<file path="src/rtl/iterative_shift_unit.sv">
// Multi-cycle 32-bit shifter: one 1-bit step per clock.
// Start/ready handshake; fixed area regardless of distance.
module iterative_shift_unit (
  input  logic        clock,
  input  logic        reset,
  input  logic        ctrl_start,
  input  logic [1:0]  ctrl_shiftop,
  input  logic [4:0]  ctrl_shiftamt,
  input  logic [31:0] data_operandA,
  output logic [31:0] data_result,
  output logic        data_resultRDY,
  output logic        data_busy
);

  typedef enum logic [1:0] {
    IDLE,
    SHIFT,
    DONE
  } state_t;

  localparam logic [1:0] OP_SLL = 2'b00;
  localparam logic [1:0] OP_SRA = 2'b01;
  localparam logic [1:0] OP_SRL = 2'b10;
  localparam logic [1:0] OP_ROR = 2'b11;

  state_t      state_q, state_d;
  logic [31:0] work_q, work_d;
  logic [1:0]  op_q, op_d;
  logic [4:0]  cnt_q, cnt_d;
  logic [31:0] step;

  // One-bit step of the working register for the latched op
  always_comb begin
    step = work_q;
    unique case (op_q)
      OP_SLL: step = {work_q[30:0], 1'b0};
      OP_SRA: step = {work_q[31], work_q[31:1]};
      OP_SRL: step = {1'b0, work_q[31:1]};
      OP_ROR: step = {work_q[0], work_q[31:1]};
    endcase
  end

  // Next-state and datapath load/step decode
  always_comb begin
    state_d = state_q;
    work_d  = work_q;
    op_d    = op_q;
    cnt_d   = cnt_q;
    unique case (state_q)
      IDLE, DONE: begin
        if (ctrl_start) begin
          work_d  = data_operandA;
          op_d    = ctrl_shiftop;
          cnt_d   = ctrl_shiftamt;
          state_d = (ctrl_shiftamt == 5'd0)
                  ? DONE : SHIFT;
        end else if (state_q == DONE) begin
          state_d = IDLE;
        end
      end
      SHIFT: begin
        work_d = step;
        cnt_d  = cnt_q - 5'd1;
        if (cnt_q == 5'd1)
          state_d = DONE;
      end
      default: state_d = IDLE;
    endcase
  end

  // State and datapath registers, synchronous reset
  always_ff @(posedge clock) begin
    if (reset) begin
      state_q <= IDLE;
      work_q  <= '0;
      op_q    <= '0;
      cnt_q   <= '0;
    end else begin
      state_q <= state_d;
      work_q  <= work_d;
      op_q    <= op_d;
      cnt_q   <= cnt_d;
    end
  end

  assign data_result    = work_q;
  assign data_busy      = (state_q == SHIFT);
  assign data_resultRDY = (state_q == DONE);

endmodule

</file>
<file path="config.mk">
export PLATFORM = sky130hd
export DESIGN_NAME = iterative_shift_unit
export DESIGN_NICKNAME = d
export VERILOG_FILES = /design/src/rtl/iterative_shift_unit.sv
export SDC_FILE = /design/constraint.sdc
export NUM_CORES = 1
export LEC_CHECK = 0
export BUFFER_PORTS_ARGS = -buffer_cell sky130_fd_sc_hd__buf_2
export CAP_MARGIN = 10
export CORE_ASPECT_RATIO = 1.75
export CORE_MARGIN = 2
export CORE_UTILIZATION = 45
export CTS_CLUSTER_DIAMETER = 50
export CTS_CLUSTER_SIZE = 24
export DETAILED_ROUTE_END_ITERATION = 6
export PLACE_DENSITY = 0.75
export SLEW_MARGIN = 20
export SYNTH_ARGS = -nofsm -noshare
export SYNTH_HDL_FRONTEND = slang
export SYNTH_SLANG_ARGS = --single-unit
</file>
<file path="constraint.sdc">
create_clock -name clock -period 2.89 [get_ports clock]
set_clock_uncertainty 0.2 [all_clocks]
set_input_delay 0.578 -clock clock [delete_from_list [all_inputs] [get_ports clock]]
set_output_delay 0.578 -clock clock [all_outputs]
set_load 0.01 [all_outputs]
</file>
# After elaboration in Yosys (flattened, before gate mapping)
# Index checks and enable logic that the tools add are counted.
# word_totals
n_memories	0
reg_bits	41
mem_bits_ro	0
in_bits	42
latch_bits	0
out_inout_bits	34
wordCells	35
mem_bits_rw	0
# classes
mul	0
n_mux	10
shift	0
bitwise_logic	0
addsub	1
n_div	0
order_cmp	0
eq_ne	10
n_reduce_logical	9
# ops
cell	n
$pmux 32 s4	1
$pmux 32 s2	1
$mux 32	1
$pmux 5 s2	1
$mux 2	4
$eq 2x2->1 const B	3
$reduce_and 2->1	3
$eq 5x1->1 const B	1
$logic_not 5->1	1
$mux 5	1
$sub 5x1->5 const B	1
$eq 2x1->1 const B	2
$logic_not 2->1	2
$ne 2x2->1 const B	2
$pmux 2 s2	1
$ne 3x3->1 const B	1
$reduce_and 3->1	1
$ne 2x1->1 const B	1
$reduce_bool 2->1	1
$reduce_or 2->1	1

# Logic depth before layout (Yosys ltp)
# Gate-level depths: netlist of the first run.
# depth
depth_word	4
depth_mapped	6
ltp_nobuf	5

# Worst setup path before layout of the first run
# OpenSTA, ideal clock, no wires.
# synth_path
kind	input port to flip-flop
start	in ctrl_shiftamt[1]
end	reg state_q[1]
cell_stages	3
path_buffers	0
required_ns	2.625
setup_slack_ns	1.172
t_arrival_ns	1.453
setup_time_ns	0.065
cell_sequence	or4_1 > o32a_1 > nor2_1
# synth_via
elab_chain_cells	4
# synth_lines
element	line_no	text
from (decl)	8	input logic [4:0] ctrl_shiftamt,
$logic_not 5->1	55	state_d = (ctrl_shiftamt == 5'd0)
$mux 2	56	? DONE : SHIFT;
$mux 2	51	if (ctrl_start) begin
$pmux 2 s2	49	unique case (state_q)
to (signal assigned)	79	state_q <= state_d;
to (decl)	26	state_t state_q, state_d;
# Every way passes these cells.
# A chain may end at the register's enable or synchronous reset.

# Final worst setup path of the first run
# layout_path
start	reg state_q[1]
end	out data_busy
# layout_via
elab_chain_cells	1
# layout_lines
element	line_no	text
$eq 2x1->1	87	assign data_busy = (state_q == SHIFT);
to (decl)	12	output logic data_busy
# Every way passes these cells.

==> results.py, run 1 <==
metrics = {
    "clock_tree": {
        "clk_pin_slew_ns": 0.08,
        "cts_resized": 0,
        "ctsHoldBuffers": 0,
        "clock_path_buffers": 2,
        "clock_sinks": 41,
        "htree_num_levels": 2,
        "cts_setup_buffers": 0,
        "cts_buffers": 5,
        "clockRootBuffer": "clkbuf_8",
        "cts_tree": "built",
        "clk-insertion-delay-late_ns": 0.30,
    },
    "synth": {
        "yosys.area.top_type": "dfxtp_1",
        "synth.net_count": 323,
        "synth_common_cells": "nand2_1 (71), dfxtp_1 (41), a211oi_1 (30), a311oi_1 (30), nor2b_1 (25)",
        "synth_edf_count": 0,
        "yosysWarnings": 0,
        "synth_area_leaders": "dfxtp_1 (37%), nand2_1 (12%), a311oi_1 (12%)",
        "synthArstFlopShare": 0,
        "netlist_instances": 279,
        "ys_ff_latch": 41,
        "yosysTopAreaCellShare": 0.367,
        "synth_area_um2": 2240,
        "ys.flop_type": "dfxtp_1",
        "ys_seq_area_frac": 0.367,
        "yosysMostFrequentCell": "nand2_1",
        "syn_avg_cell_area_um2": 8.02,
        "synthDistinctLibCells": 33,
    },
    "power": {
        "ir_drop_uv": 416,
        "powerDensity_nw_per_um2": 561,
        "p_leak_nw": 1.14,
    },
    "global_route": {
        "grt_pass1_wl_um": 9330,
        "grt_pass1_vias": 2075,
        "grt_max_degree": 42,
        "antenna_found_initial": 0,
        "grt_overflow": 0,
        "grt_usage": 0.205,
    },
    "sta": {
        "setup_viol": 0,
        "finalWorstSetupSlack_ns": 0.775,
        "drv_slew": 0,
        "finalHoldViolations": 0,
        "hold_ws_ns": 0.285,
        "slew_headroom": 0.490,
        "fin_crit_sh": 0.732,
        "worst_slew_pin_slew_ns": 0.765,
        "rsz0062_at_grt": "false",
        "fmax_ghz": 0.473,
        "period_needed_ns": 2.12,
        "tns_ns": 0,
    },
    "layout": {
        "area_delta_synth_final_pct": 21.0,
        "diodes": 0,
        "nets": 386,
        "drive_above_1_share": 0.289,
        "postLayoutCoreUtil": 0.553,
        "finish.cell_count_without_fillers": 397,
    },
    "placed_design": {
        "dp_worst_setup_slack_ns": 0.965,
        "port-buffer-count": 75,
        "dp.cells": 389,
        "place.gp.congestion": 0.789,
        "dp_hpwl_um": 3830,
    },
    "worst_setup_path": {
        "required_ns": 2.11,
        "crit_fanout": 20,
        "cp_cell_sequence": "nand2b_2 -> clkinv_4 -> buf_2",
        "startpoint_type": "flip-flop",
        "crit_buf_inv": 2,
        "critPathMaxStageDelay_ns": 0.39,
        "worst_path_max_delay_cell": "nand2b_2",
        "crit_path_end_kind": "output pin",
        "crit_family": "simple AND/OR/NAND/NOR gates",
        "critical_path_arrival_ns": 1.34,
        "crit_type": "flip-flop to output pin",
    },
    "route": {
        "dr.pass1.iters": 4,
        "via_count": 2267,
        "drc_errors": 0,
        "wl_um": 5620,
        "vias_per_cell": 5.71,
        "final_antenna_net_count": 0,
        "wl_per_cell_um": 14.1,
        "drt-initial-drc-count": 57,
    },
    "die": {
        "core_area_um2": 4890,
        "initial_core_util": 0.458,
        "die_area_um2": 5580,
        "num_io_pins": 76,
        "chipHeight_um": 97.3,
        "num_rows": 34,
        "die_w_um": 57.3,
    },
    "outcome": {
        "status": "completed",
    },
    "flow_run": {
        "cap_violations": 0,
    },
    "worst_hold_path": {
        "hp-class": "flip-flop to flip-flop",
    },
}
## per-stage QoR
stage                     power [mW]  area (um^2)
after detailed placement        1.06         2590
after CTS                       1.52         2710
after floorplan                0.937         2240
after global placement          1.05         2590
after global routing            1.60         2710
final                           1.52         2710
## kinds of logic (layout without fill, tap and decap cells)
family / Yosys count / in the layout / share of synthesized area
buf+inv: 32 / 96 / 0.0810
simple gates: 125 / 125 / 0.262
flops: 41 / 41 / 0.367
mux: 2 / 2 / 0.0101
compound gates: 77 / 77 / 0.269
fa+ha+maj: 2 / 2 / 0.0112
## per-layer routing
metal	track usage	routed length, um	up-vias
met1	0.256	2360	1048
met3	0.0360	276	15
met4	0.0930	167	0
li1	-	-	1129
met2	0.335	2810	75
met5	0	0	-
## cell type report
cell class	instances	area (um^2)
repair buffers	84	443
inverters	4	20.0
multi-input cells	206	1240
well taps	54	67.6
fillers	480	2180
clock buffers	5	68.8
clock inverters	3	46.3
flip-flops and latches	41	821
## registers in the layout (all words and copies together) (netlist names)
name and count:
state_q 2, cnt_q 5, data_result 32, op_q 2
## tightest hold or removal path: cells and delay by family (launching register included)
family           cells  cell delay, ns
AO/OA/AOI/OAI        1            0.05
AND/OR/NAND/NOR      1            0.06
flip-flops           1            0.33
## cells in the final DEF (no fill, tap or decap), drive strengths merged, types with 3 or more instances in the layout
cell    count
nand2      71
dfxtp      41
a311oi     30
nor2b      25
clkbuf      5
o21ai       3
a21oi       7
inv         3
and2b       7
a211oi     30
nor2       14
buf        84
## power by group
group / internal, mW / switching (mW)
sequential: 0.624 / 0.0593
combinational: 0.157 / 0.202
clock: 0.259 / 0.219
## final timing paths
path	slack, ns	cells after the start	startpoint	end
max reg2reg	0.99	5	op_q[0]$_SDFFE_PP0P_	data_result[17]$_SDFFE_PP0P_
min reg2reg	0.28	2	data_result[31]$_SDFFE_PP0P_	data_result[31]$_SDFFE_PP0P_
max	0.77	3	state_q[1]$_SDFFE_PP0P_	data_busy
min	0.28	2	data_result[31]$_SDFFE_PP0P_	data_result[31]$_SDFFE_PP0P_
Power figures use the tool's default switching activity.
==> inputs of run 2 (changes only) <==
Clock period 2.89 ns to 2 ns, I/O delays scaled along.
==> run 2 against run 1 <==
  * Register-to-register slack worse by 0.59 ns
  * Clock power up 65%
  * Critical path depth unchanged
  * Sequential share of layout area down 0.43 points
  * Final cell count up 0.25%
  * Count of clock-buffer cells in the layout unchanged
  * Core utilization up 0.79 points
  * Sequential power up 45%
  * Die area unchanged
  * Worst setup slack worse by 0.42 ns
  * Via count up 0.49%
  * Largest power group unchanged
==> results.py, run 2 (synthesis gave the netlist of run 1 again) <==
metrics = {
    "layout": {
        "drive_above_1_share": 0.291,
        "fillers": 466,
        "final_cell_mix": "buf_2 (75), nand2_1 (71), dfxtp_1 (41)",
        "nets": 387,
        "multi_input_area_um2": 1240,
        "diodes": 0,
        "finish.cell_count_without_fillers": 398,
        "largest_register_ffs": 32,
        "area_delta_synth_final_pct": 22.7,
        "seq_area_um2": 821,
        "mostFrequentLayoutCell": "buf_2",
    },
    "sta": {
        "drv_slew": 0,
        "hold_ws_ns": 0.149,
        "period_needed_ns": 1.64,
        "fin_crit_sh": 0.822,
        "setup_viol": 0,
        "finalHoldViolations": 0,
        "slew_headroom": 0.651,
        "rsz0062_at_grt": "false",
        "worst_slew_pin_slew_ns": 0.524,
        "fmax_ghz": 0.608,
        "finalWorstSetupSlack_ns": 0.356,
        "tns_ns": 0,
    },
    "route": {
        "dr.pass1.iters": 4,
        "wl_met1_um": 2330,
        "wl_per_cell_um": 14.4,
        "drt-initial-drc-count": 84,
        "vias_per_cell": 5.72,
        "routed.top_layer": "met4",
        "wl_um": 5730,
        "drc_errors": 0,
        "final_antenna_net_count": 0,
        "dr_wl_met3_um": 270,
        "wl_met2_um": 3010,
        "via_count": 2278,
    },
    "worst_setup_path": {
        "startpoint_type": "flip-flop",
        "critical_path_arrival_ns": 1.04,
        "crit_path_end_kind": "output pin",
        "endpoint": "data_busy",
        "startpoint": "state_q[0]$_SDFFE_PP0P_",
        "crit_fanout": 8,
        "ff2ff_path_depth": 5,
        "required_ns": 1.40,
        "reg2reg_to": "cnt_q[4]$_SDFFE_PP0P_",
        "crit_type": "flip-flop to output pin",
        "r2r-start": "state_q[0]$_SDFFE_PP0P_",
        "r2r_slack_ns": 0.40,
    },
    "clock_tree": {
        "cts_setup_buffers": 0,
        "htree_num_levels": 2,
        "clock_sinks": 41,
        "ctsHoldBuffers": 0,
        "clockRootBuffer": "clkbuf_8",
        "cts_buffers": 5,
        "clk_pin_slew_ns": 0.08,
        "cts_tree": "built",
        "clk-insertion-delay-late_ns": 0.29,
        "cts_resized": 0,
        "clock_path_buffers": 2,
    },
    "power": {
        "p_leak_nw": 1.17,
        "powerDensity_nw_per_um2": 839,
        "p_sw_mw": 0.676,
        "clock_power_share": 0.342,
        "p_seq_frac": 0.430,
        "intPower_mw": 1.63,
        "swShare": 0.293,
        "ir_drop_uv": 734,
        "p_comb_frac": 0.228,
    },
    "flow_run": {
        "cap_violations": 0,
    },
    "global_route": {
        "grt_usage": 0.212,
        "antenna_found_initial": 0,
        "grt_pass1_wl_um": 9620,
        "grt_max_degree": 63,
        "grt_pass1_vias": 2066,
        "grt_overflow": 0,
    },
    "die": {
        "initial_core_util": 0.458,
        "core_area_um2": 4890,
        "die_w_um": 57.3,
        "num_io_pins": 76,
        "chipHeight_um": 97.3,
        "num_rows": 34,
        "die_area_um2": 5580,
    },
    "placed_design": {
        "dp_hpwl_um": 4070,
        "dp.cells": 390,
        "dp_worst_setup_slack_ns": 0.281,
        "place.gp.congestion": 0.823,
        "port-buffer-count": 75,
    },
    "worst_hold_path": {
        "hp-class": "input port to flip-flop",
    },
    "outcome": {
        "status": "completed",
    },
}
[run 2: layer usage]
metal,up-vias,track usage
met3,9,0.0320
met2,64,0.363
met4,0,0.0841
met1,1074,0.258
li1,1131,-
met5,-,0
[run 2: critical path, cell delays in order (launching register included)]
cell and delay [ns]:
dfxtp_1 0.42, nand2b_2 0.12, clkinv_4 0.09, buf_2 0.13
[run 2: worst min-delay path by stage]
| stage | start | endpoint | slack (ns) | depth (start not counted) |
|---|---|---|---|---|
| CTS | ctrl_shiftop[0] | op_q[0]$_SDFFE_PP0P_ | 0.14 | 3 |
| floorplan | cnt_q[2]$_SDFFE_PP0P_ | cnt_q[2]$_SDFFE_PP0P_ | 0.28 | 2 |
| global placement | data_result[31]$_SDFFE_PP0P_ | data_result[31]$_SDFFE_PP0P_ | 0.26 | 2 |
| global route | ctrl_shiftop[0] | op_q[0]$_SDFFE_PP0P_ | 0.15 | 3 |
| detailed placement | data_result[31]$_SDFFE_PP0P_ | data_result[31]$_SDFFE_PP0P_ | 0.27 | 2 |
| finish | ctrl_shiftop[1] | op_q[1]$_SDFFE_PP0P_ | 0.15 | 3 |
[run 2: stage by stage]
step	util	total power, mW	area, um^2
finish	0.561	2.30	2750
global route	0.561	2.42	2750
CTS	0.561	2.32	2750
detailed placement	0.534	1.53	2610
global placement	0.534	1.52	2610
floorplan	-	1.35	2240
[run 2: power groups by stage]
stage	clock, mW	combinational [mW]	sequential [mW]
3_3_place_gp	0	0.517	1.01
4_1_cts	0.799	0.528	0.991
6_report	0.788	0.525	0.991
3_5_place_dp	0	0.525	1.01
5_1_grt	0.831	0.584	1.01
2_1_floorplan	0	0.335	1.02
[run 2: final cells by class]
type                       instances  share of cell area
timing repair buffer              85               0.169
clock buffer                       5              0.0251
multi-input combinational        206               0.452
inverter                           4             0.00729
tap                               54              0.0246
sequential                        41               0.299
clock inverter                     3              0.0237
